<file path="config.mk">
export PLATFORM = sky130hd
export DESIGN_NAME = mem_stage_flat
export DESIGN_NICKNAME = d
export VERILOG_FILES = /design/src/rtl/mem_stage_if.sv /design/src/rtl/mem_stage.sv /design/src/flat_wrapper.sv
export SDC_FILE = /design/constraint.sdc
export NUM_CORES = 1
export LEC_CHECK = 0
export ABC_CLOCK_PERIOD_IN_PS = 4160
export CORE_ASPECT_RATIO = 0.75
export CORE_MARGIN = 2
export CORE_UTILIZATION = 40
export DETAILED_ROUTE_END_ITERATION = 8
export PLACE_DENSITY = 0.76
export SLEW_MARGIN = 20
export SYNTH_ARGS = -nofsm -noshare
export SYNTH_HDL_FRONTEND = slang
export SYNTH_SLANG_ARGS = --single-unit
</file>
<file path="constraint.sdc">
create_clock -name clk -period 4.16 [get_ports clk]
set_clock_uncertainty 0.2 [all_clocks]
set_input_delay 0.416 -clock clk [delete_from_list [all_inputs] [get_ports clk]]
set_output_delay 0.416 -clock clk [all_outputs]
set_load 0.005 [all_outputs]
</file>
<file path="src/rtl/mem_stage_if.sv">
// Handshake and payload signals between EXE, MEM, WB and the ID bypass path.
interface mem_stage_if #(
  parameter int unsigned EXE_MEM_WD = 74,
  parameter int unsigned MEM_WB_WD  = 70
);
  localparam int unsigned FWD_WD  = 38;
  localparam int unsigned WORD_WD = 32;

  logic                  exe_to_mem_valid;
  logic [EXE_MEM_WD-1:0] exe_to_mem_bus;
  logic                  mem_allowin;
  logic [WORD_WD-1:0]    data_sram_rdata;
  logic                  wb_allowin;
  logic                  mem_to_wb_valid;
  logic [MEM_WB_WD-1:0]  mem_to_wb_bus;
  logic [FWD_WD-1:0]     mem_fwd_bus;

  // Pipeline-stage side.
  modport slave (
    input  exe_to_mem_valid,
    input  exe_to_mem_bus,
    input  data_sram_rdata,
    input  wb_allowin,
    output mem_allowin,
    output mem_to_wb_valid,
    output mem_to_wb_bus,
    output mem_fwd_bus
  );

  // Neighbouring-stage / environment side.
  modport master (
    output exe_to_mem_valid,
    output exe_to_mem_bus,
    output data_sram_rdata,
    output wb_allowin,
    input  mem_allowin,
    input  mem_to_wb_valid,
    input  mem_to_wb_bus,
    input  mem_fwd_bus
  );
endinterface

</file>
<file path="src/rtl/mem_stage.sv">
// MEM pipeline stage: holds one instruction, selects/extends load data, feeds WB and the ID bypass.
module mem_stage #(
  parameter int unsigned EXE_MEM_WD = 74,
  parameter int unsigned MEM_WB_WD  = 70
) (
  input  logic        clk,
  input  logic        reset,
  mem_stage_if.slave  mem_if
);
  localparam int unsigned WORD_WD = 32;
  localparam int unsigned HALF_WD = 16;
  localparam int unsigned BYTE_WD = 8;
  localparam int unsigned FWD_WD  = 38;

  localparam logic [2:0] LD_LB  = 3'b001;
  localparam logic [2:0] LD_LBU = 3'b010;
  localparam logic [2:0] LD_LH  = 3'b011;
  localparam logic [2:0] LD_LHU = 3'b100;

  typedef struct packed {
    logic               res_from_mem;
    logic [2:0]         ld_type;
    logic               gr_we;
    logic [4:0]         dest;
    logic [WORD_WD-1:0] alu_result;
    logic [WORD_WD-1:0] pc;
  } exe_mem_t;

  typedef struct packed {
    logic               gr_we;
    logic [4:0]         dest;
    logic [WORD_WD-1:0] final_result;
    logic [WORD_WD-1:0] pc;
  } mem_wb_t;

  typedef struct packed {
    logic               we;
    logic [4:0]         dest;
    logic [WORD_WD-1:0] result;
  } fwd_t;

  logic                  mem_valid_q, mem_valid_d;
  logic                  fresh_q, fresh_d;
  logic [EXE_MEM_WD-1:0] bus_q, bus_d;
  logic [WORD_WD-1:0]    rdata_q, rdata_d;

  logic               mem_valid_c;
  logic               mem_allowin_c;
  logic               accept_c;
  exe_mem_t           ex_c;
  logic [WORD_WD-1:0] rdata_c;
  logic [BYTE_WD-1:0] byte_c;
  logic [HALF_WD-1:0] half_c;
  logic [WORD_WD-1:0] load_c;
  logic [WORD_WD-1:0] final_c;
  mem_wb_t            wb_c;
  fwd_t               fwd_c;

  // Reset masks the stage immediately so nothing leaks to WB or the bypass.
  assign mem_valid_c   = mem_valid_q & ~reset;
  assign mem_allowin_c = ~mem_valid_c | mem_if.wb_allowin;
  assign accept_c      = mem_if.exe_to_mem_valid & mem_allowin_c;

  // Next-state: valid follows EXE when allowed; payload and fresh flag only on accept.
  always_comb begin
    mem_valid_d = mem_valid_q;
    fresh_d     = 1'b0;
    bus_d       = bus_q;
    rdata_d     = rdata_q;
    if (mem_allowin_c) begin
      mem_valid_d = mem_if.exe_to_mem_valid;
    end
    if (accept_c) begin
      bus_d   = mem_if.exe_to_mem_bus;
      fresh_d = 1'b1;
    end
    if (fresh_q) begin
      rdata_d = mem_if.data_sram_rdata;
    end
  end

  always_ff @(posedge clk) begin
    if (reset) begin
      mem_valid_q <= 1'b0;
      fresh_q     <= 1'b0;
    end else begin
      mem_valid_q <= mem_valid_d;
      fresh_q     <= fresh_d;
    end
  end

  // Payload and read-data buffer are don't-care while invalid, so they carry no reset.
  always_ff @(posedge clk) begin
    bus_q   <= bus_d;
    rdata_q <= rdata_d;
  end

  assign ex_c = bus_q;

  // SRAM data is only valid in the first cycle after acceptance; later cycles use the buffer.
  assign rdata_c = fresh_q ? mem_if.data_sram_rdata : rdata_q;

  always_comb begin
    byte_c = rdata_c[7:0];
    unique case (ex_c.alu_result[1:0])
      2'b00: byte_c = rdata_c[7:0];
      2'b01: byte_c = rdata_c[15:8];
      2'b10: byte_c = rdata_c[23:16];
      2'b11: byte_c = rdata_c[31:24];
      default: byte_c = rdata_c[7:0];
    endcase
  end

  // Halfword select deliberately ignores address bit 0; misalignment is not trapped.
  assign half_c = ex_c.alu_result[1] ? rdata_c[31:16] : rdata_c[15:0];

  always_comb begin
    load_c = rdata_c;
    case (ex_c.ld_type)
      LD_LB:   load_c = {{(WORD_WD-BYTE_WD){byte_c[BYTE_WD-1]}}, byte_c};
      LD_LBU:  load_c = {{(WORD_WD-BYTE_WD){1'b0}}, byte_c};
      LD_LH:   load_c = {{(WORD_WD-HALF_WD){half_c[HALF_WD-1]}}, half_c};
      LD_LHU:  load_c = {{(WORD_WD-HALF_WD){1'b0}}, half_c};
      default: load_c = rdata_c;
    endcase
  end

  assign final_c = ex_c.res_from_mem ? load_c : ex_c.alu_result;

  always_comb begin
    wb_c.gr_we        = ex_c.gr_we;
    wb_c.dest         = ex_c.dest;
    wb_c.final_result = final_c;
    wb_c.pc           = ex_c.pc;
    fwd_c.we          = mem_valid_c & ex_c.gr_we;
    fwd_c.dest        = ex_c.dest;
    fwd_c.result      = final_c;
  end

  assign mem_if.mem_allowin     = mem_allowin_c;
  assign mem_if.mem_to_wb_valid = mem_valid_c;
  assign mem_if.mem_to_wb_bus   = MEM_WB_WD'(wb_c);
  assign mem_if.mem_fwd_bus     = FWD_WD'(fwd_c);

endmodule

</file>
<file path="src/flat_wrapper.sv">
// flat-port wrapper written by rule: the top's interface ports become plain ports
module mem_stage_flat 
#(
  parameter int unsigned EXE_MEM_WD = 74,
  parameter int unsigned MEM_WB_WD  = 70
)
  (clk, reset, mem_if_exe_to_mem_valid, mem_if_exe_to_mem_bus, mem_if_data_sram_rdata, mem_if_wb_allowin, mem_if_mem_allowin, mem_if_mem_to_wb_valid, mem_if_mem_to_wb_bus, mem_if_mem_fwd_bus);
  mem_stage_if #(.EXE_MEM_WD(EXE_MEM_WD), .MEM_WB_WD(MEM_WB_WD)) mem_if_i ();
  input  logic clk;
  input  logic reset;
  input wire logic [$bits(mem_if_i.exe_to_mem_valid)-1:0] mem_if_exe_to_mem_valid;
  input wire logic [$bits(mem_if_i.exe_to_mem_bus)-1:0] mem_if_exe_to_mem_bus;
  input wire logic [$bits(mem_if_i.data_sram_rdata)-1:0] mem_if_data_sram_rdata;
  input wire logic [$bits(mem_if_i.wb_allowin)-1:0] mem_if_wb_allowin;
  output wire logic [$bits(mem_if_i.mem_allowin)-1:0] mem_if_mem_allowin;
  output wire logic [$bits(mem_if_i.mem_to_wb_valid)-1:0] mem_if_mem_to_wb_valid;
  output wire logic [$bits(mem_if_i.mem_to_wb_bus)-1:0] mem_if_mem_to_wb_bus;
  output wire logic [$bits(mem_if_i.mem_fwd_bus)-1:0] mem_if_mem_fwd_bus;
  assign mem_if_i.exe_to_mem_valid = mem_if_exe_to_mem_valid;
  assign mem_if_i.exe_to_mem_bus = mem_if_exe_to_mem_bus;
  assign mem_if_i.data_sram_rdata = mem_if_data_sram_rdata;
  assign mem_if_i.wb_allowin = mem_if_wb_allowin;
  assign mem_if_mem_allowin = mem_if_i.mem_allowin;
  assign mem_if_mem_to_wb_valid = mem_if_i.mem_to_wb_valid;
  assign mem_if_mem_to_wb_bus = mem_if_i.mem_to_wb_bus;
  assign mem_if_mem_fwd_bus = mem_if_i.mem_fwd_bus;
  mem_stage #(.EXE_MEM_WD(EXE_MEM_WD), .MEM_WB_WD(MEM_WB_WD)) u_core (.clk(clk), .reset(reset), .mem_if(mem_if_i));
endmodule
</file>
* After elaboration in Yosys (flattened, before gate mapping) *
Index checks and enable logic that the tools add are counted.

storage, ports and cells
  output and inout port bits = 110
  register bits = 108
  logic and storage cells = 24
  input port bits = 110

operators by class
  mux-type cells = 6
  reductions and logical operators = 1
  bitwise gates (word level) = 6
  equal/unequal tests = 7

operators by type and width
  cell                  count
  $pmux W32 S4          1
  $mux W32              2
  $pmux W8 S4           1
  $mux W16              1
  $eq A3 B2 Y1 const B  2
  $eq A2 B2 Y1 const B  2
  $and A1 B1 Y1         3
  $eq A3 B1 Y1 const B  1
  $eq A3 B3 Y1 const B  1
  $eq A2 B1 Y1 const B  1
  $logic_not A2 Y1      1
  $not A1 Y1            2
  $mux W1               1
  $or A1 B1 Y1          1

* Longest topological paths before layout *
Gate-level depths: netlist (run 1).

  word-level depth = 6
  gate-level depth with buffers = 9
  gate-level depth less buffers = 5

* Worst setup path before layout (run 1) *
No wires, ideal clock.

  kind = input-to-reg
  start = input port reset
  end = register u_core.bus_q[0], enable pin
  library setup time = 440 ps
  arrival time = 2,440 ps
  stages = 4
  slack = 1,080 ps
  required time = 3,520 ps
  buffers on the path = 0
  cell sequence = nor2b_1 nor2b_1 inv_1 and2_1

between the ends
  longest elaborated chain between the ends = 5

ends and longest elaborated chain
  what                    RTL line            RTL
  start: declaration      flat_wrapper.sv:10  input logic reset;
  $not A1 Y1              mem_stage.sv:60     assign mem_valid_c = mem_valid_q & ~reset;
  $and A1 B1 Y1           mem_stage.sv:60
  $not A1 Y1              mem_stage.sv:61     assign mem_allowin_c = ~mem_valid_c | mem_if.wb_allowin;
  $or A1 B1 Y1            mem_stage.sv:61
  net mem_if_mem_allowin  flat_wrapper.sv:15  output wire logic [$bits(mem_if_i.mem_allowin)-1:0] mem_if_mem_allowin;
  $and A1 B1 Y1           mem_stage.sv:62     assign accept_c = mem_if.exe_to_mem_valid & mem_allowin_c;
  net u_core.accept_c     mem_stage.sv:49     logic accept_c;
  end signal: assignment  mem_stage.sv:94     bus_q <= bus_d;
  end: declaration        mem_stage.sv:44     logic [EXE_MEM_WD-1:0] bus_q, bus_d;

The timed path passes the listed nets, and every way through them passes these cells.
A chain may end at the register's enable or synchronous reset.

* Worst setup path after layout (run 1) *
  start = register u_core.bus_q[32]
  end = output port mem_if_mem_fwd_bus[20]

between the ends
  longest elaborated chain between the ends = 4
  elaborated cells between the ends (all ways) = 7
  those cells by class = eq/ne: 3; mux: 3; reduce/logical: 1

ends and longest elaborated chain
  what                                  RTL line            RTL
  $eq A2 B2 Y1 (tied with other cells)  mem_stage.sv:105    unique case (ex_c.alu_result[1:0])
  $pmux W8 S4 *                         mem_stage.sv:105
  $pmux W32 S4 *                        mem_stage.sv:119    case (ex_c.ld_type)
  $mux W32 *                            mem_stage.sv:128    assign final_c = ex_c.res_from_mem ? load_c : ex_c.alu_result;
  end: declaration                      flat_wrapper.sv:18  output wire logic [$bits(mem_if_i.mem_fwd_bus)-1:0] mem_if_mem_fwd_bus;

Every way passes the cells marked *; elsewhere a longest branch is shown, timed or not.

==> flow_metrics.tcl, run 1 <==
set metrics [dict create \
    relSlewSlack 0.328 \
    syn_area_um2 4890 \
    hold_path_class "reg -> reg" \
    core_um2 11800 \
    drv_cap 0 \
    worst_slew_pin_slew_ps 1010 \
    placedCellCount 682 \
    drt-vias-per-instance 4.99 \
    hpwl_mm 9.53 \
    clock_latency_ps 350 \
    cts_setup_buffers 0 \
    design.die.area_um2 13100 \
    syn_inst 388 \
    top_layer "met4" \
    drive_gt1_frac 0.101 \
    wl_met2_mm 6.19 \
    cts-root-buf "clkbuf_16" \
    antenna_found_initial 0 \
    netlist_top_cells_area "edfxtp_1 45%, dfxtp_1 14%, buf_4 12%" \
    fin_crit_sh 0.895 \
    wire_per_inst_um 18.6 \
    holdBufCountCts 0 \
    grt_first_pass_wirelength_mm 19.3 \
    routabilityCongestion 0.787 \
    initial_core_util 0.415 \
    cp_max_fo 13 \
    cp-end-kind "primary output" \
    syn_avg_cell_area_um2 12.6 \
    route.detailed.drc 0 \
    wl_met1_mm 5.21 \
    ioPinCount 220 \
    max_freq_mhz 269 \
    crit_chain "mux4_1 > mux2_4 > a21oi_4 > buf_4 > a31oi_1 > clkdlybuf4s50_1" \
    powerDensity_nw_per_um2 391 \
    grt_setup_unrepaired "false" \
    critical_path_arrival_ps 3110 \
    clk_pin_slew_ps 70 \
    critPathLaunchType "register" \
    crit_family "multiplexers" \
    setup_violations 0 \
    crit_buf_inv 2 \
    finalMaxSlewViolations 0 \
    syn_nets 498 \
    grt_max_degree 75 \
    overflow 0 \
    grt_pass1_vias 3482 \
    htreeDepth 3 \
    cts_buffers 9 \
    ir_worst_vdd_uv 232 \
    met3_length_mm 1.36 \
    cts.sinks 108 \
    grt_usage 0.194 \
    ys_ff_latch 108 \
    syn_to_final_growth_pct 42.2 \
    critPathMaxStageDelay_ps 740 \
    numPortBuffers 219 \
    final_cells 697 \
    status "finished clean" \
    netlist.area_leader.share 0.454 \
    leakage_nw 2.54 \
    hold_viol_final 0 \
    die_h_um 99.8 \
    row_count 34 \
    critPathKind "reg -> out" \
    cts.repair.resized 0 \
    min_period_ps 3720 \
    finalNetCount 641 \
    drtAntennaViolNets 0 \
    ctsLongestPathBuffers 2 \
    routed_wl_mm 12.9 \
    vias 3479 \
    synth_area_leader_cell "edfxtp_1" \
    yosysWarnings 0 \
    n_fill_cell 971 \
    cts_tree "yes" \
    tns_ps 0 \
    multi_input_area_um2 1300 \
    drt_iter0_drc 196 \
    synth.yosys.seq_area_share 0.593 \
    antenna_cells 0 \
    fp.dieW_um 132 \
    crit_required_ps 3540 \
    first_pass_iters 4 \
    ys_types 42 \
    seq_area_um2 2900 \
    crit_slowest_cell "edfxtp_1" \
]
[kinds of logic after synthesis]
kind of cell	count (synthesis)	synth area share
compound gates	72	0.103
flops	108	0.593
buf+inv	105	0.142
simple gates	62	0.0583
xor+xnor	3	0.00537
mux	38	0.0989
[cell usage after synthesis (all sizes together)]
cell type	instances
mux2i	9
nand3b	1
nor2	34
edfxtp	74
nor2b	4
inv	13
o221ai	1
a31oi	13
nor3	1
a22oi	13
o211ai	1
o2111ai	1
buf	85
o2bb2ai	1
o31a	1
xor2	1
a22o	1
mux4	5
and3b	1
dfxtp	34
o22ai	2
nand2b	1
a32oi	1
o21ai	5
mux2	24
and2	4
nor4	1
a21o	1
clkbuf	7
nand2	15
a221o	1
a21oi	19
a221oi	1
xnor2	2
o22a	10
[through the flow]
stage / hold slack (ps) / utilization / total power [mW] / setup slack, ps / cell area (um^2)
2_1_floorplan: 251 / - / 1.64 / 1080 / 4890
3_3_place_gp: 257 / 0.567 / 1.93 / 858 / 6690
3_5_place_dp: 262 / 0.567 / 1.95 / 822 / 6690
4_1_cts: 279 / 0.591 / 2.75 / 430 / 6960
5_1_grt: 297 / 0.591 / 2.83 / 317 / 6960
6_report: 277 / 0.591 / 2.72 / 438 / 6960
[layer usage]
metal  GRT usage  vias up
met5           0        -
met4      0.0619        0
met3      0.0869       14
met2       0.324      167
met1       0.226     1686
li1            -     1612
[power breakdown]
group / switching (mW) / internal, mW
Clock: 0.394 / 0.408
Sequential: 0.0367 / 1.25
Combinational: 0.252 / 0.379
[final timing paths]
check / startpoint / endpoint / slack [ps] / cells past startpoint
max: u_core.bus_q[32] / mem_if_mem_fwd_bus[20] / 440 / 6
min: u_core.rdata_q[0] / u_core.rdata_q[0] / 280 / 1
max reg2reg: u_core.mem_valid_q / u_core.bus_q[35] / 2060 / 4
min reg2reg: u_core.rdata_q[0] / u_core.rdata_q[0] / 280 / 1
[cell usage in the layout (no fill, tap or decap), drive strengths merged, types with 10 or more instances in the layout]
master         count
nand2             15
a31oi             13
a22oi             13
clkdlybuf4s50    219
mux2              24
o22a              10
inv               14
edfxtp            74
dfxtp             34
a21oi             19
nor2              34
[layout make-up]
type | instances | share of cell area
inverters | 13 | 0.00701
repair buffers | 224 | 0.320
clock inverters | 6 | 0.00719
flip-flops and latches | 108 | 0.417
well taps | 162 | 0.0291
multi-input cells | 175 | 0.187
clock buffers | 9 | 0.0324
[flip-flops by register name (all words and copies together) (netlist names)]
name,flops
u_core.bus_q,74
u_core.fresh_q,1
u_core.mem_valid_q,1
u_core.rdata_q,32
Note: power is estimated with default switching activity, not from simulation.
==> run 2, diff against run 1 <==
ABC_AREA = 1   (was not set)
CORE_UTILIZATION = 35   (was 40)
PLACE_DENSITY = 0.66   (was 0.76)
==> flow_metrics.tcl, run 2 <==
set metrics [dict create \
    grt_first_pass_wirelength_mm 23.4 \
    cts_buffers 9 \
    row_count 39 \
    syn_to_final_growth_pct 38.1 \
    clock_latency_ps 350 \
    synth_edf_count 74 \
    cts-root-buf "clkbuf_16" \
    ys_types 28 \
    crit_buf_inv 1 \
    leakage_nw 3.10 \
    syn_area_um2 5340 \
    crit_slowest_cell "nor2_4" \
    critical_path_arrival_ps 2990 \
    critPathMostFrequentCell "nand2_1" \
    cts_tree "yes" \
    fin_area_um2 7370 \
    critPathMaxStageDelay_ps 690 \
    syn_inst 590 \
    hold_viol_final 0 \
    ys_ff_latch 108 \
    crit_chain "nand3_1 > nand2_1 > nor2_4 > nand2_1 > nand2_1 > nor2_1 > a21oi_2 > clkdlybuf4s50_1" \
    netlist_top_cells_area "edfxtp_1 42%, nand2_1 13%, dfxtp_1 13%" \
    htreeDepth 3 \
    crit_required_ps 3540 \
    grt_usage 0.189 \
    worst_slew_pin_slew_ps 688 \
    final_util 0.489 \
    cts.repair.resized 0 \
    grt_max_degree 45 \
    drtAntennaViolNets 0 \
    clk_pin_slew_ps 80 \
    placedCellCount 920 \
    drt_iter0_drc 290 \
    drt-vias-per-instance 4.44 \
    largest_reg_flops 74 \
    synth.most_common_cell "nand2_1" \
    fin_crit_sh 0.868 \
    fp.dieW_um 147 \
    cp_max_fo 28 \
    final_cells 935 \
    setup_violations 0 \
    route.detailed.drc 0 \
    design.die.area_um2 16300 \
    ir_worst_vdd_uv 271 \
    routabilityCongestion 0.855 \
    drive_gt1_frac 0.0808 \
    yosysWarnings 0 \
    async_flop_share 0 \
    min_period_ps 3610 \
    ioPinCount 220 \
    relSlewSlack 0.540 \
    synth_area_leader_cell "edfxtp_1" \
    dpl_worst_slack_ps 964 \
    synth_ff_type "edfxtp_1" \
    timing.final.ws_setup_ps 551 \
    top_regs "u_core.bus_q (74), u_core.rdata_q (32)" \
    placed_cell_area_um2 7090 \
    syn_nets 700 \
    timing.hold.ws_ps 255 \
    initial_core_util 0.354 \
    cp-end-kind "primary output" \
    finalMaxSlewViolations 0 \
    die_h_um 111 \
    critPathLaunchType "register" \
    first_pass_iters 4 \
    overflow 0 \
    numPortBuffers 219 \
    hold_path_class "reg -> reg" \
    syn_avg_cell_area_um2 9.05 \
    vias 4148 \
    antenna_cells 0 \
    netlist_top_cells_count "187 x nand2_1, 79 x buf_4, 74 x edfxtp_1" \
    netlist.area_leader.share 0.416 \
    max_freq_mhz 277 \
    finalNetCount 836 \
    total_power_mw 2.80 \
    grt_pass1_vias 4251 \
    cts.sinks 108 \
    core_um2 15100 \
    antenna_found_initial 0 \
    layout_common_cells "219 x clkdlybuf4s50_1, 187 x nand2_1, 74 x edfxtp_1" \
    wire_per_inst_um 16.0 \
    cts_setup_buffers 0 \
    routed_wl_mm 15.0 \
    crit_family "simple AND/OR/NAND/NOR gates" \
    holdBufCountCts 0 \
    status "finished clean" \
    grt_setup_unrepaired "false" \
    hpwl_mm 11.3 \
    top_register "u_core.bus_q" \
    drv_cap 0 \
    tns_ps 0 \
    critPathKind "reg -> out" \
    synth.yosys.seq_area_share 0.544 \
    ctsLongestPathBuffers 2 \
    powerDensity_nw_per_um2 380 \
    final_common_cell "clkdlybuf4s50_1" \
]
-- run 2: layout make-up --
class | instances | area [um^2]
Fill cell | 1421 | 7700
Multi-Input combinational cell | 338 | 1520
Clock inverter | 6 | 56.3
Timing Repair Buffer | 224 | 2240
Sequential cell | 108 | 2900
Clock buffer | 9 | 225
Inverter | 45 | 170
Tap cell | 205 | 256
-- run 2: power by group --
| group | switching, mW | internal, mW | total (mW) | leakage [nW] |
|---|---|---|---|---|
| sequential | 0.0266 | 1.25 | 1.27 | 1.01 |
| combinational | 0.329 | 0.362 | 0.691 | 1.96 |
| clock | 0.417 | 0.418 | 0.836 | 0.137 |
| total | 0.773 | 2.03 | 2.80 | 3.10 |
-- run 2: logic make-up (layout without fill, tap and decap cells) --
kind of cell,after synthesis,count (layout),synth area share
buffers and inverters,144,284,0.171
AOI/OAI and AO/OA,48,48,0.0504
and+or+nand+nor,290,290,0.234
DFF,108,108,0.544
-- run 2: per-layer routing --
metal	track usage	share of wire
met5	0	0
met4	0.0608	0.014
met3	0.0914	0.11
met2	0.289	0.45
met1	0.237	0.43
-- run 2: tightest hold or removal path: stages (launching register included) --
cell and delay, ps:
dfxtp_1 310, nand2_1 50, nand2_1 70
-- run 2: worst paths after layout --
kind	from	end	slack (ps)	depth (start not counted)
max	u_core.bus_q[70]	mem_if_mem_fwd_bus[10]	550	8
min	u_core.rdata_q[0]	u_core.rdata_q[0]	250	2
max reg2reg	u_core.mem_valid_q	u_core.bus_q[28]	1980	6
min reg2reg	u_core.rdata_q[0]	u_core.rdata_q[0]	250	2
